===== src/rtl/matrix_pkg.sv =====
// Shared types for the matrix calculator control path.
// Opcodes, sequencer states and display step prompts.
package matrix_pkg;

  localparam int unsigned REG_COUNT = 4;

  typedef enum logic [1:0] {
    OP_ADD = 2'd0,
    OP_SUB = 2'd1,
    OP_MUL = 2'd2,
    OP_TRN = 2'd3
  } op_t;

  typedef enum logic [2:0] {
    IDLE    = 3'd0,
    GET_A   = 3'd1,
    GET_B   = 3'd2,
    GET_DST = 3'd3,
    EXEC    = 3'd4,
    WRITE   = 3'd5
  } seq_state_t;

  localparam logic [1:0] STEP_NONE = 2'd0;
  localparam logic [1:0] STEP_A    = 2'd1;
  localparam logic [1:0] STEP_B    = 2'd2;
  localparam logic [1:0] STEP_DST  = 2'd3;

endpackage


===== src/rtl/seq_timeout_counter.sv =====
// Cycle counter that flags when a runtime limit is reached.
// Saturates at the terminal count until cleared.
module seq_timeout_counter #(
  parameter int unsigned CNT_W = 20
) (
  input  logic             clk,
  input  logic             rst,
  input  logic             clr_i,
  input  logic [CNT_W-1:0] limit_i,
  output logic             expired_o
);

  logic [CNT_W-1:0] cnt_q;

  // Expires on the limit-th cycle counted from a clear.
  assign expired_o = (cnt_q == limit_i - CNT_W'(1));

  always_ff @(posedge clk) begin
    if (rst || clr_i) begin
      cnt_q <= '0;
    end else if (!expired_o) begin
      cnt_q <= cnt_q + CNT_W'(1);
    end
  end

endmodule


===== src/rtl/matrix_op_sequencer.sv =====
// Operation sequencer: collects operand/destination selections,
// launches the matrix ALU and strobes the register-file write.
module matrix_op_sequencer
  import matrix_pkg::*;
#(
  parameter int unsigned SEL_TIMEOUT  = 1_000_000,
  parameter int unsigned EXEC_TIMEOUT = 1024,
  parameter int unsigned CNT_W        = 20
) (
  input  logic       clk,
  input  logic       rst,
  input  logic       op_valid,
  input  logic [1:0] op_code,
  input  logic       reg_valid,
  input  logic [2:0] reg_sel,
  input  logic       cancel,
  input  logic       alu_done,
  output logic       alu_start,
  output logic [1:0] alu_op,
  output logic [1:0] rd_addr_a,
  output logic [1:0] rd_addr_b,
  output logic [1:0] wr_addr,
  output logic       wr_en,
  output logic       busy,
  output logic [1:0] step,
  output logic       err
);

  localparam logic [CNT_W-1:0] SEL_LIM  = CNT_W'(SEL_TIMEOUT);
  localparam logic [CNT_W-1:0] EXEC_LIM = CNT_W'(EXEC_TIMEOUT);

  seq_state_t state_q, state_d;
  op_t        op_q, op_d;
  logic [1:0] a_q, a_d, b_q, b_d, dst_q, dst_d;
  logic [1:0] step_q, step_d;
  logic       start_q, start_d;
  logic       wren_q, wren_d;
  logic       busy_q, busy_d;
  logic       err_q, err_d;

  logic             sel_ok;
  logic [1:0]       sel_idx;
  logic             cnt_clr;
  logic             expired;
  logic [CNT_W-1:0] limit;

  assign sel_ok  = reg_valid && (reg_sel != 3'd0) &&
                   (reg_sel <= 3'(REG_COUNT));
  assign sel_idx = 2'(reg_sel - 3'd1);
  assign limit   = (state_q == EXEC) ? EXEC_LIM : SEL_LIM;

  seq_timeout_counter #(
    .CNT_W(CNT_W)
  ) u_tmo (
    .clk      (clk),
    .rst      (rst),
    .clr_i    (cnt_clr),
    .limit_i  (limit),
    .expired_o(expired)
  );

  always_comb begin
    state_d = state_q;
    op_d    = op_q;
    a_d     = a_q;
    b_d     = b_q;
    dst_d   = dst_q;
    start_d = 1'b0;
    wren_d  = 1'b0;
    err_d   = 1'b0;
    cnt_clr = 1'b0;
    unique case (state_q)
      IDLE: begin
        if (op_valid) begin
          state_d = GET_A;
          op_d    = op_t'(op_code);
        end
      end
      GET_A: begin
        if (cancel) begin
          state_d = IDLE;
        end else if (sel_ok) begin
          a_d     = sel_idx;
          cnt_clr = 1'b1;
          if (op_q == OP_TRN) begin
            b_d     = 2'd0;
            state_d = GET_DST;
          end else begin
            state_d = GET_B;
          end
        end else if (expired) begin
          state_d = IDLE;
          err_d   = 1'b1;
        end
      end
      GET_B: begin
        if (cancel) begin
          state_d = IDLE;
        end else if (sel_ok) begin
          b_d     = sel_idx;
          cnt_clr = 1'b1;
          state_d = GET_DST;
        end else if (expired) begin
          state_d = IDLE;
          err_d   = 1'b1;
        end
      end
      GET_DST: begin
        if (cancel) begin
          state_d = IDLE;
        end else if (sel_ok) begin
          dst_d   = sel_idx;
          cnt_clr = 1'b1;
          start_d = 1'b1;
          state_d = EXEC;
        end else if (expired) begin
          state_d = IDLE;
          err_d   = 1'b1;
        end
      end
      EXEC: begin
        // start_q marks the launch cycle; a done there is stale.
        if (cancel) begin
          state_d = IDLE;
        end else if (alu_done && !start_q) begin
          wren_d  = 1'b1;
          state_d = WRITE;
        end else if (expired) begin
          state_d = IDLE;
          err_d   = 1'b1;
        end
      end
      WRITE: begin
        state_d = IDLE;
      end
      default: begin
        state_d = IDLE;
      end
    endcase
    if (state_d != state_q || state_q == IDLE) begin
      cnt_clr = 1'b1;
    end
    busy_d = (state_d != IDLE);
    unique case (state_d)
      GET_A:   step_d = STEP_A;
      GET_B:   step_d = STEP_B;
      GET_DST: step_d = STEP_DST;
      default: step_d = STEP_NONE;
    endcase
  end

  always_ff @(posedge clk) begin
    if (rst) begin
      state_q <= IDLE;
      op_q    <= OP_ADD;
      a_q     <= '0;
      b_q     <= '0;
      dst_q   <= '0;
      step_q  <= STEP_NONE;
      start_q <= 1'b0;
      wren_q  <= 1'b0;
      busy_q  <= 1'b0;
      err_q   <= 1'b0;
    end else begin
      state_q <= state_d;
      op_q    <= op_d;
      a_q     <= a_d;
      b_q     <= b_d;
      dst_q   <= dst_d;
      step_q  <= step_d;
      start_q <= start_d;
      wren_q  <= wren_d;
      busy_q  <= busy_d;
      err_q   <= err_d;
    end
  end

  assign alu_start = start_q;
  assign alu_op    = op_q;
  assign rd_addr_a = a_q;
  assign rd_addr_b = b_q;
  assign wr_addr   = dst_q;
  assign wr_en     = wren_q;
  assign busy      = busy_q;
  assign step      = step_q;
  assign err       = err_q;

endmodule


===== config.mk =====
export PLATFORM = sky130hd
export DESIGN_NAME = matrix_op_sequencer
export DESIGN_NICKNAME = d
export VERILOG_FILES = /design/src/rtl/matrix_pkg.sv /design/src/rtl/seq_timeout_counter.sv /design/src/rtl/matrix_op_sequencer.sv
export SDC_FILE = /design/constraint.sdc
export NUM_CORES = 1
export LEC_CHECK = 0
export ABC_AREA = 1
export BUFFER_PORTS_ARGS = -buffer_cell sky130_fd_sc_hd__buf_2
export CAP_MARGIN = 10
export CORE_ASPECT_RATIO = 0.7
export CORE_UTILIZATION = 33
export CTS_CLUSTER_SIZE = 20
export DETAILED_ROUTE_END_ITERATION = 10
export MAX_ROUTING_LAYER = met4
export PLACE_DENSITY = 0.57
export REMOVE_ABC_BUFFERS = 1
export SLEW_MARGIN = 30
export SYNTH_ARGS = -nofsm -noshare
export SYNTH_HDL_FRONTEND = slang
export SYNTH_SLANG_ARGS = --single-unit

===== constraint.sdc =====
create_clock -name clk -period 3.12 [get_ports clk]
set_clock_uncertainty 0.15 [all_clocks]
set_input_delay 0.156 -clock clk [delete_from_list [all_inputs] [get_ports clk]]
set_output_delay 0.156 -clock clk [all_outputs]
set_load 0.05 [all_outputs]

==> results.toml <==
[run_status]
status = "completed"

[cts]
path_clk_slew_ps = 70
clk_latency_ps = 280
clock-sinks = 37
cts_buffers = 5
postCtsSetupBuffers = 0
root_buffer = "clkbuf_8"
cts_tree = "built"
clockBufferDepth = 2
h-tree-depth = 2
cts_resized = 0

[place]
gp_congestion = 0.907
hpwl_mm = 3.56
place_area_um2 = 2220
io_buffers = 24

[timing]
slew_violations = 0
slew_headroom = 0.555
setup_viol = 0
period_needed_ps = 2790
finalHoldViolations = 0
final.period_utilization = 0.893
max_freq_mhz = 359
fin_setup_tns_ps = 0
worst_slew_pin_slew_ps = 667
rsz0062_at_grt = "false"

[route]
avgViaCountPerCell = 4.75
drcViolationCount = 0
wire_per_inst_um = 11.5
ant_nets = 0
first_pass_iters = 5
vias = 1873
wirelength_mm = 4.55
drtIter0Drc = 194

[global_route]
grt_antenna_before_repair = 0
grt_pass1_vias = 1603
globalRouteTotalUtil = 0.158
grt_pass1_wl_mm = 7.78
grt-ovfl-total = 0
grt_max_degree = 21

[synthesis]
synth_top_area_frac = 0.361
syn_inst = 288
syn_avg_cell_area_um2 = 7.12
synth-seq-cells = 37
yosysUniqueCellTypes = 30
yosys_warnings = 0
syn_area_um2 = 2050
yosys.area.top_type = "dfxtp_1"
synth_area_leaders = "dfxtp_1, nand2_1, inv_1"
ys_seq_area_frac = 0.361

[floorplanning]
die-area_um2 = 6530
core_area_um2 = 5840
boundaryPins = 25
initial_core_util = 0.351
die_w_um = 96.2
die_h_um = 67.9
num_rows = 23

[pwr]
power_frac_clock = 0.370
leakage_nw = 0.903
p_per_area_nw_per_um2 = 378
pwr-share-comb = 0.086
peakVddDrop_uv = 180
power_frac_seq = 0.544
power.net_switching_w = 0.000232
swShare = 0.261
internal_power_w = 0.000655

[worst_setup_path]
crit_required_ps = 3180
start_kind = "flip-flop"
cp_max_fo = 20
worstSetupEndpointType = "flip-flop"
crit_arrival_ps = 2850
critical_path_class = "reg -> reg"

[finish]
drive_gt1_frac = 0.226
num_antenna_cells = 0
area_growth_pct = 14.6
fin_area_um2 = 2350
fillCellCount = 633
final_nets = 331

[job]
drv_cap = 0

[worst_hold_path]
hold_path_class = "in -> reg"
## state kept, by name, indices dropped and copies added, names as in the netlist
signal	cells
err	1
u_tmo.cnt_q	20
rd_addr_b	2
wr_addr	2
state_q	3
step	2
rd_addr_a	2
wr_en	1
alu_start	1
alu_op	2
busy	1
## cells by family (layout without fill, tap and decap cells)
logic type / after synthesis / count (layout) / share of synthesized area
xor gates and xnor gates: 18 / 18 / 0.0769
AOI/OAI and AO/OA: 18 / 18 / 0.0537
buffers and inverters: 55 / 86 / 0.112
adders and majority gates: 2 / 2 / 0.0122
and+or+nand+nor: 158 / 158 / 0.384
DFF: 37 / 37 / 0.361
## worst max-delay path, stage by stage (launching register included)
cell	delay, ps
dfxtp_1	470
ha_1	260
inv_2	80
nor2_4	140
nand3_2	90
nor2_4	90
nand3_2	220
nand2_2	120
nand2_1	50
nand2_1	70
nand2_2	70
a21oi_2	130
nand3_2	540
nor2_2	240
## layer usage
| metal | share of wire | GRT usage | vias up |
|---|---|---|---|
| li1 | - | - | 962 |
| met1 | 0.55 | 0.255 | 834 |
| met2 | 0.37 | 0.193 | 72 |
| met3 | 0.075 | 0.0300 | 5 |
| met4 | 0.0084 | 0.0299 | 0 |
| met5 | 0 | - | - |
## area by class of cell
class	instances	area, um2	share of cell area
multi-input combinational	196	1080	0.460
sequential	37	741	0.315
inverter	50	188	0.0799
timing repair buffer	28	160	0.0682
tap	75	93.8	0.0400
clock buffer	5	68.8	0.0293
clock inverter	3	17.5	0.00746
## power groups by stage
stage               clock network, W  logic (W)  registers (W)
floorplan                          0  0.0000342       0.000508
global placement                   0  0.0000729       0.000494
detailed placement                 0  0.0000727       0.000494
CTS                         0.000340  0.0000766       0.000483
global route                0.000353  0.0000846       0.000484
finish                      0.000328  0.0000761       0.000483
## cells in the mapped netlist
master	n
inv_2	4
nor4_1	2
a21oi_2	1
a211oi_1	4
a21oi_1	7
clkinv_1	1
nor2_2	22
or2_1	1
xor2_1	14
xnor2_1	4
clkbuf_1	1
nor3b_1	2
nand3_2	4
buf_1	1
buf_6	3
a31oi_1	2
nor2_4	3
o21ai_0	2
inv_1	45
nand3_1	14
nand2_2	6
o21ai_1	1
nand2_1	50
nor2_1	32
nor3_1	10
dfxtp_1	37
nand4_1	11
a2111oi_0	1
ha_1	2
nand3b_1	1
## stage by stage
step                 util  std cells  power, W  setup WS [ps]  hold slack, ps
floorplan               -        283  0.000542            785            75.1
global placement    0.380        382  0.000567            466             236
detailed placement  0.380        382  0.000566            329             228
CTS                 0.402        394  0.000899            321            14.0
global route        0.402        394  0.000922           20.6            38.5
finish              0.402        394  0.000887            333            19.8
## layout by cell type, fill, tap and decap left out, types with 5 or more instances in the layout
cell	n
nand2_2	6
nor2_1	32
nor3_1	10
xor2_1	14
nand4_1	11
dfxtp_1	37
nand3_1	14
clkbuf_8	5
inv_1	45
nor2_2	22
a21oi_1	7
nand2_1	50
buf_2	24
## final timing paths
check	start	to	slack, ps	cells after the start
max	u_tmo.cnt_q[0]$_SDFFE_PP0N_	u_tmo.cnt_q[13]$_SDFFE_PP0N_	330	13
min	op_valid	alu_op[0]$_SDFFE_PP0P_	20	3
max reg2reg	u_tmo.cnt_q[0]$_SDFFE_PP0N_	u_tmo.cnt_q[13]$_SDFFE_PP0N_	330	13
min reg2reg	rd_addr_b[0]$_SDFFE_PP0P_	rd_addr_b[0]$_SDFFE_PP0P_	310	2
## timing repair
action / CTS / global route
setup endpoints to repair: 0 / 0
hold buffers: 4 / 0
endpoints found under the hold margin: 6 / 0
(Power assumes the default switching activity.)
